[config.mk]
export PLATFORM = sky130hd
export DESIGN_NAME = instr_seq_ram_flat
export DESIGN_NICKNAME = d
export VERILOG_FILES = /design/src/rtl/instr_seq_ram_if.sv /design/src/rtl/instr_seq_ram.sv /design/src/flat_wrapper.sv
export SDC_FILE = /design/constraint.sdc
export NUM_CORES = 1
export LEC_CHECK = 0
export CELL_PAD_IN_SITES_DETAIL_PLACEMENT = 1
export CELL_PAD_IN_SITES_GLOBAL_PLACEMENT = 1
export CORE_MARGIN = 2
export CORE_UTILIZATION = 47
export CTS_CLUSTER_SIZE = 24
export DETAILED_ROUTE_END_ITERATION = 7
export PLACE_DENSITY_LB_ADDON = 0.1
export SLEW_MARGIN = 20
export SYNTH_ARGS = -nofsm -noshare
export SYNTH_HDL_FRONTEND = slang
export SYNTH_SLANG_ARGS = --single-unit
[constraint.sdc]
create_clock -name clk -period 3.9 [get_ports clk]
set_input_delay 0.585 -clock clk [delete_from_list [all_inputs] [get_ports clk]]
set_output_delay 0.585 -clock clk [all_outputs]
set_load 0.01 [all_outputs]
[src/rtl/instr_seq_ram_if.sv]
// Bus bundle for instr_seq_ram: step controls, branch operands, load port and PC/instruction outputs.
// Breakpoint signals exist only when INSTR_SEQ_RAM_BKPT_EN is defined.
interface instr_seq_ram_if #(
    parameter int ADDR_W  = 4,
    parameter int INSTR_W = 21,
    parameter int DATA_W  = 11
);
    logic                      clk_en;
    logic                      stall;
    logic [3:0]                op;
    logic signed [DATA_W-1:0]  acc;
    logic signed [DATA_W-1:0]  jmp_off;
    logic                      write_en;
    logic [ADDR_W-1:0]         write_addr;
    logic [INSTR_W-1:0]        write_data;
    logic                      prog_clr;
    logic [INSTR_W-1:0]        out;
    logic [ADDR_W-1:0]         pc;
`ifdef INSTR_SEQ_RAM_BKPT_EN
    logic                      bkpt_set;
    logic [ADDR_W-1:0]         bkpt_addr;
    logic                      bkpt_resume;
    logic                      halted;

    modport master (output clk_en, stall, op, acc, jmp_off, write_en, write_addr, write_data,
                           prog_clr, bkpt_set, bkpt_addr, bkpt_resume,
                    input  out, pc, halted);
    modport slave  (input  clk_en, stall, op, acc, jmp_off, write_en, write_addr, write_data,
                           prog_clr, bkpt_set, bkpt_addr, bkpt_resume,
                    output out, pc, halted);
`else
    modport master (output clk_en, stall, op, acc, jmp_off, write_en, write_addr, write_data,
                           prog_clr,
                    input  out, pc);
    modport slave  (input  clk_en, stall, op, acc, jmp_off, write_en, write_addr, write_data,
                           prog_clr,
                    output out, pc);
`endif
endinterface

[src/rtl/instr_seq_ram.sv]
// Instruction store and program counter for one TIS-100 node, with program-length wrap and clamped branches.
// Optional breakpoint/halt logic is enabled by defining INSTR_SEQ_RAM_BKPT_EN.
module instr_seq_ram #(
    parameter int ADDR_W  = 4,
    parameter int INSTR_W = 21,
    parameter int DATA_W  = 11
) (
    input  logic           clk,
    input  logic           reset,
    instr_seq_ram_if.slave bus
);
    localparam int LEN_W = ADDR_W + 1;
    localparam int EXT_W = ADDR_W + DATA_W + 1;
    localparam int DEPTH = 2 ** ADDR_W;

    logic [INSTR_W-1:0]       mem_q [DEPTH];
    logic [LEN_W-1:0]         prog_len_q, prog_len_d;
    logic [LEN_W-1:0]         wr_len;
    logic [LEN_W-1:0]         last_idx;
    logic [ADDR_W-1:0]        pc_q, pc_d;
    logic [ADDR_W-1:0]        seq_pc, target_pc;
    logic signed [DATA_W-1:0] rel;
    logic signed [EXT_W-1:0]  target_raw, last_ext;
    logic                     take, step_base, step;
    logic                     acc_zero, acc_neg, acc_pos;

    always_ff @(posedge clk) begin
        if (bus.write_en) mem_q[bus.write_addr] <= bus.write_data;
    end

    // Program length tracks the highest loaded address; it deliberately ignores reset.
    assign wr_len = {1'b0, bus.write_addr} + LEN_W'(1);

    always_comb begin
        prog_len_d = prog_len_q;
        if (bus.prog_clr) prog_len_d = '0;
        else if (bus.write_en && (wr_len > prog_len_q)) prog_len_d = wr_len;
    end

    always_ff @(posedge clk) prog_len_q <= prog_len_d;

    assign last_idx = prog_len_q - LEN_W'(1);
    assign seq_pc   = ({1'b0, pc_q} >= last_idx) ? '0 : pc_q + ADDR_W'(1);

    assign rel        = (bus.op == 4'hF) ? bus.acc : bus.jmp_off;
    assign target_raw = $signed({{(EXT_W-ADDR_W){1'b0}}, pc_q})
                      + $signed({{(EXT_W-DATA_W){rel[DATA_W-1]}}, rel});
    assign last_ext   = $signed({{(EXT_W-LEN_W){1'b0}}, last_idx});

    always_comb begin
        target_pc = target_raw[ADDR_W-1:0];
        if (target_raw < 0) target_pc = '0;
        else if (target_raw > last_ext) target_pc = last_idx[ADDR_W-1:0];
    end

    assign acc_zero = (bus.acc == '0);
    assign acc_neg  = bus.acc[DATA_W-1];
    assign acc_pos  = !acc_zero && !acc_neg;

    always_comb begin
        take = 1'b0;
        case (bus.op)
            4'hA:    take = 1'b1;
            4'hB:    take = acc_zero;
            4'hC:    take = !acc_zero;
            4'hD:    take = acc_pos;
            4'hE:    take = acc_neg;
            4'hF:    take = 1'b1;
            default: take = 1'b0;
        endcase
    end

    assign step_base = bus.clk_en && !bus.stall && (prog_len_q != '0);

`ifdef INSTR_SEQ_RAM_BKPT_EN
    logic              armed_q;
    logic [ADDR_W-1:0] bkpt_addr_q;
    logic              halted_q, halted_d;

    // A resume pulse lets exactly one step through while halted.
    assign step = step_base && (!halted_q || bus.bkpt_resume);

    always_comb begin
        halted_d = halted_q;
        if (armed_q && (pc_d == bkpt_addr_q)) halted_d = 1'b1;
        else if (bus.bkpt_resume) halted_d = 1'b0;
    end

    always_ff @(posedge clk) begin
        if (!reset) begin
            armed_q     <= 1'b0;
            bkpt_addr_q <= '0;
            halted_q    <= 1'b0;
        end else begin
            if (bus.bkpt_set) begin
                armed_q     <= 1'b1;
                bkpt_addr_q <= bus.bkpt_addr;
            end
            halted_q <= halted_d;
        end
    end

    assign bus.halted = halted_q;
`else
    assign step = step_base;
`endif

    always_comb begin
        pc_d = pc_q;
        if (!reset) pc_d = '0;
        else if (step) pc_d = take ? target_pc : seq_pc;
    end

    always_ff @(posedge clk) pc_q <= pc_d;

    assign bus.pc  = pc_q;
    assign bus.out = (prog_len_q == '0) ? '0 : mem_q[pc_q];
endmodule
[src/flat_wrapper.sv]
// flat-port wrapper written by rule: the top's interface ports become plain ports
module instr_seq_ram_flat 
#(
    parameter int ADDR_W  = 4,
    parameter int INSTR_W = 21,
    parameter int DATA_W  = 11
)
  (clk, reset, bus_clk_en, bus_stall, bus_op, bus_acc, bus_jmp_off, bus_write_en, bus_write_addr, bus_write_data, bus_prog_clr, bus_out, bus_pc);
  instr_seq_ram_if #(.ADDR_W(ADDR_W), .INSTR_W(INSTR_W), .DATA_W(DATA_W)) bus_i ();
  input  logic clk;
  input  logic reset;
  input wire logic [$bits(bus_i.clk_en)-1:0] bus_clk_en;
  input wire logic [$bits(bus_i.stall)-1:0] bus_stall;
  input wire logic [$bits(bus_i.op)-1:0] bus_op;
  input wire logic [$bits(bus_i.acc)-1:0] bus_acc;
  input wire logic [$bits(bus_i.jmp_off)-1:0] bus_jmp_off;
  input wire logic [$bits(bus_i.write_en)-1:0] bus_write_en;
  input wire logic [$bits(bus_i.write_addr)-1:0] bus_write_addr;
  input wire logic [$bits(bus_i.write_data)-1:0] bus_write_data;
  input wire logic [$bits(bus_i.prog_clr)-1:0] bus_prog_clr;
  output wire logic [$bits(bus_i.out)-1:0] bus_out;
  output wire logic [$bits(bus_i.pc)-1:0] bus_pc;
  assign bus_i.clk_en = bus_clk_en;
  assign bus_i.stall = bus_stall;
  assign bus_i.op = bus_op;
  assign bus_i.acc = bus_acc;
  assign bus_i.jmp_off = bus_jmp_off;
  assign bus_i.write_en = bus_write_en;
  assign bus_i.write_addr = bus_write_addr;
  assign bus_i.write_data = bus_write_data;
  assign bus_i.prog_clr = bus_prog_clr;
  assign bus_out = bus_i.out;
  assign bus_pc = bus_i.pc;
  instr_seq_ram #(.ADDR_W(ADDR_W), .INSTR_W(INSTR_W), .DATA_W(DATA_W)) u_core (.clk(clk), .reset(reset), .bus(bus_i));
endmodule
==> results.txt <==
DRC viols - 0
Dpl cells - 1,200
Gr ovfl total - 0
Slowest cell on crit path - clkdlybuf4s50_1
CTS Buffer Depth - 3
Layout cells sized above 1 - 26.8%
Synthesized Nets - 792
Post-synthesis sequential area ratio - 71.8%
Leakage - 5.58 nW
DR iter-0 viols - 658
Synth warnings - 0
Post-synth ARST share - 0%
Mapped Cells - 710
Initial antenna violation count - 0
Ant diodes - 0
Final setup fails - 0
Post-synth EDFFs - 336
Final Hold Vio Count - 0
Routed vias - 7,431
Initial Utilization - 47.4%
Synthesized cell area - 14,400 um^2
Post-route minimum period - 3790 ps
DIE AREA - 32,100 um^2
Most common flop cell mapped by yosys - edfxtp_1
VDD IR max - 0.388 mV
Cts bufs inserted - 36
Worst clock skew - 6.19 ps
Mean area per synthesized cell - 20.3 um^2
Post-CTS setup buffers - 0
Hold Path Class - reg2reg
Relative slew margins - 46.9%
Port buffer count - 81
Pin count of the biggest net entering global routing - 61
Remaining antenna violation count after routing - 0
Pwr dens - 510 nW/um^2
Netlist cell types - 50
Crit end category - flop
I/O pins - 82
Largest fanout on the critical path - 4
Die height - 179 um
Skew-Pair Late Insertion Delay - 500 ps
Die span in x - 179 um
DP Wirelength - 19,600 um
Status - finished clean
Final wirelength - 33,500 um
Clk sinks - 349
Hold slack - 554 ps
Tot GR Track Use - 21.9%
Critical Path AT - 4120 ps
Cell mode on critical path - a21o_1
Final std cells w/o fill - 1,266
CTS tree - built
Worst-Margin Slew - 796 ps
Final Wtd Congestion - 0.861
Via density - 5.87
Vias in the first global route - 8,149
Nets - 924
Period utilisation layout - 97.1%
#FFs+latches synth - 349
WL/cell - 26.5 um
Total of max-cap violations - 0
Crit path cell chain - clkdlybuf4s50_1 > nand4_4 > mux2_1 > ha_1 > fa_1 > a21o_1 > a21o_1 > xnor2_1 > ha_1 > mux2i_1 > a21o_1 > o2111ai_4 > o211ai_1 > a41oi_2
First-pass GRT wire length - 50,700 um
Critical Path Start Type - primary input
Final number of max-transition violations - 0
H-tree depth - 2
Syn-to-layout area delta - 20.3%
Core box area - 30,400 um^2
CP max stage delay - 530 ps
Initial DRT Pass Iterations - 4
WP data required - 4230 ps
F_max - 264 MHz
Row cnt - 64
Critical path class - in2reg
Clock-pin transition on the worst setup and hold timing paths - 60 ps
Clock root buffer - clkbuf_16
[report_power, final]
part	internal [W]	switching [W]
clock network	0.00212	0.00143
registers	0.00420	0.0000599
logic	0.000532	0.000509
[repair_timing]
item,in CTS,in global routing
hold buffers,0,0
endpoints found under the hold margin,0,0
resized for setup,0,7
endpoints found under the setup margin,0,6
[critical path: cells and delay by family]
| family | cells | cell delay [ps] |
|---|---|---|
| buffers and inverters | 1 | 530 |
| muxes | 2 | 540 |
| adders and majority gates | 3 | 950 |
| AOI/OAI and AO/OA | 6 | 1250 |
| xor gates and xnor gates | 1 | 130 |
| and+or+nand+nor | 1 | 130 |
[cell type report]
class | count | area, um^2
flip-flops and latches | 349 | 10400
repair buffers | 122 | 1210
multi-input cells | 318 | 3980
clock inverters | 25 | 273
clock buffers | 41 | 962
fillers | 2678 | 13100
inverters | 15 | 56.3
well taps | 396 | 495
[kinds of logic after synthesis]
family | share of synthesized area, %
buffers and inverters | 1.24
and+or+nand+nor | 4.11
xor gates and xnor gates | 0.547
AOI/OAI and AO/OA | 2.56
adders and majority gates | 2.22
muxes | 17.5
DFF | 71.8
[path summary, 6_finish.rpt]
path | startpoint | endpoint | slack, ps | cells after the start
hold reg to reg | u_core.prog_len_q[1] | u_core.prog_len_q[1] | 550 | 2
setup / recovery | bus_op[0] | flop | 110 | 14
hold / removal | u_core.prog_len_q[1] | u_core.prog_len_q[1] | 550 | 2
setup reg to reg | u_core.bus.pc[0] | flop | 710 | 11
[through the flow]
step | total power [W] | setup slack [ps] | setup TNS (ps) | utilization, % | cell area [um^2]
floorplan | 0.00491 | 168 | 0 | - | 14400
global placement | 0.00533 | -168 | -1200 | 52.8 | 16100
detailed placement | 0.00537 | -489 | -3410 | 52.8 | 16100
CTS | 0.00893 | 49.2 | 0 | 56.8 | 17300
global route | 0.00916 | -35.6 | -62.7 | 57.0 | 17300
finish | 0.00884 | 114 | 0 | 57.0 | 17300
[layer usage]
metal / up-vias / wire length [um] / share of wire, % / GRT usage, %
met2: 201 / 16900 / 50 / 36.9
met4: 0 / 669 / 2.0 / 5.68
met3: 53 / 1700 / 5.1 / 3.71
li1: 3225 / - / - / -
met5: - / 0 / 0 / 0
met1: 3952 / 14200 / 42 / 29.8
[flip-flops by register name, indices dropped and copies added (netlist names), named ones only]
name,flops
u_core.bus.pc,4
u_core.mem_q,336
u_core.prog_len_q,5
[layout by cell type, fill, tap and decap left out, types with 8 or more instances in the layout]
master / synthesis / final
edfxtp_1: 336 / 336
mux4_2: 105 / 105
clkdlybuf4s50_1: 0 / 78
clkbuf_16: 0 / 38
buf_4: 0 / 34
nor2b_1: 25 / 25
ha_1: 24 / 24
nand2_1: 16 / 16
inv_1: 14 / 14
nor2_2: 0 / 13
nor2_1: 25 / 12
nand3_1: 11 / 11
o21ai_0: 10 / 10
dfxtp_1: 13 / 10
nor3_1: 13 / 9
nand2b_1: 8 / 8
[cell usage after synthesis, types with 5 or more instances]
master,count,share of area (%)
xnor2_1,6,0.36
a21o_1,7,0.36
mux2i_1,7,0.49
nand2b_1,8,0.35
inv_1,14,0.36
buf_2,8,0.28
nand4_1,5,0.22
clkbuf_1,16,0.42
nor2b_1,25,1.1
nand3_1,11,0.38
o21ai_0,10,0.35
edfxtp_1,336,70
o21a_1,5,0.26
mux4_2,105,16
a21oi_1,5,0.17
nand2_1,16,0.42
nor3_1,13,0.45
dfxtp_1,13,1.8
nor2_1,25,0.65
ha_1,24,2.1
Power figures use the tool's default switching activity.
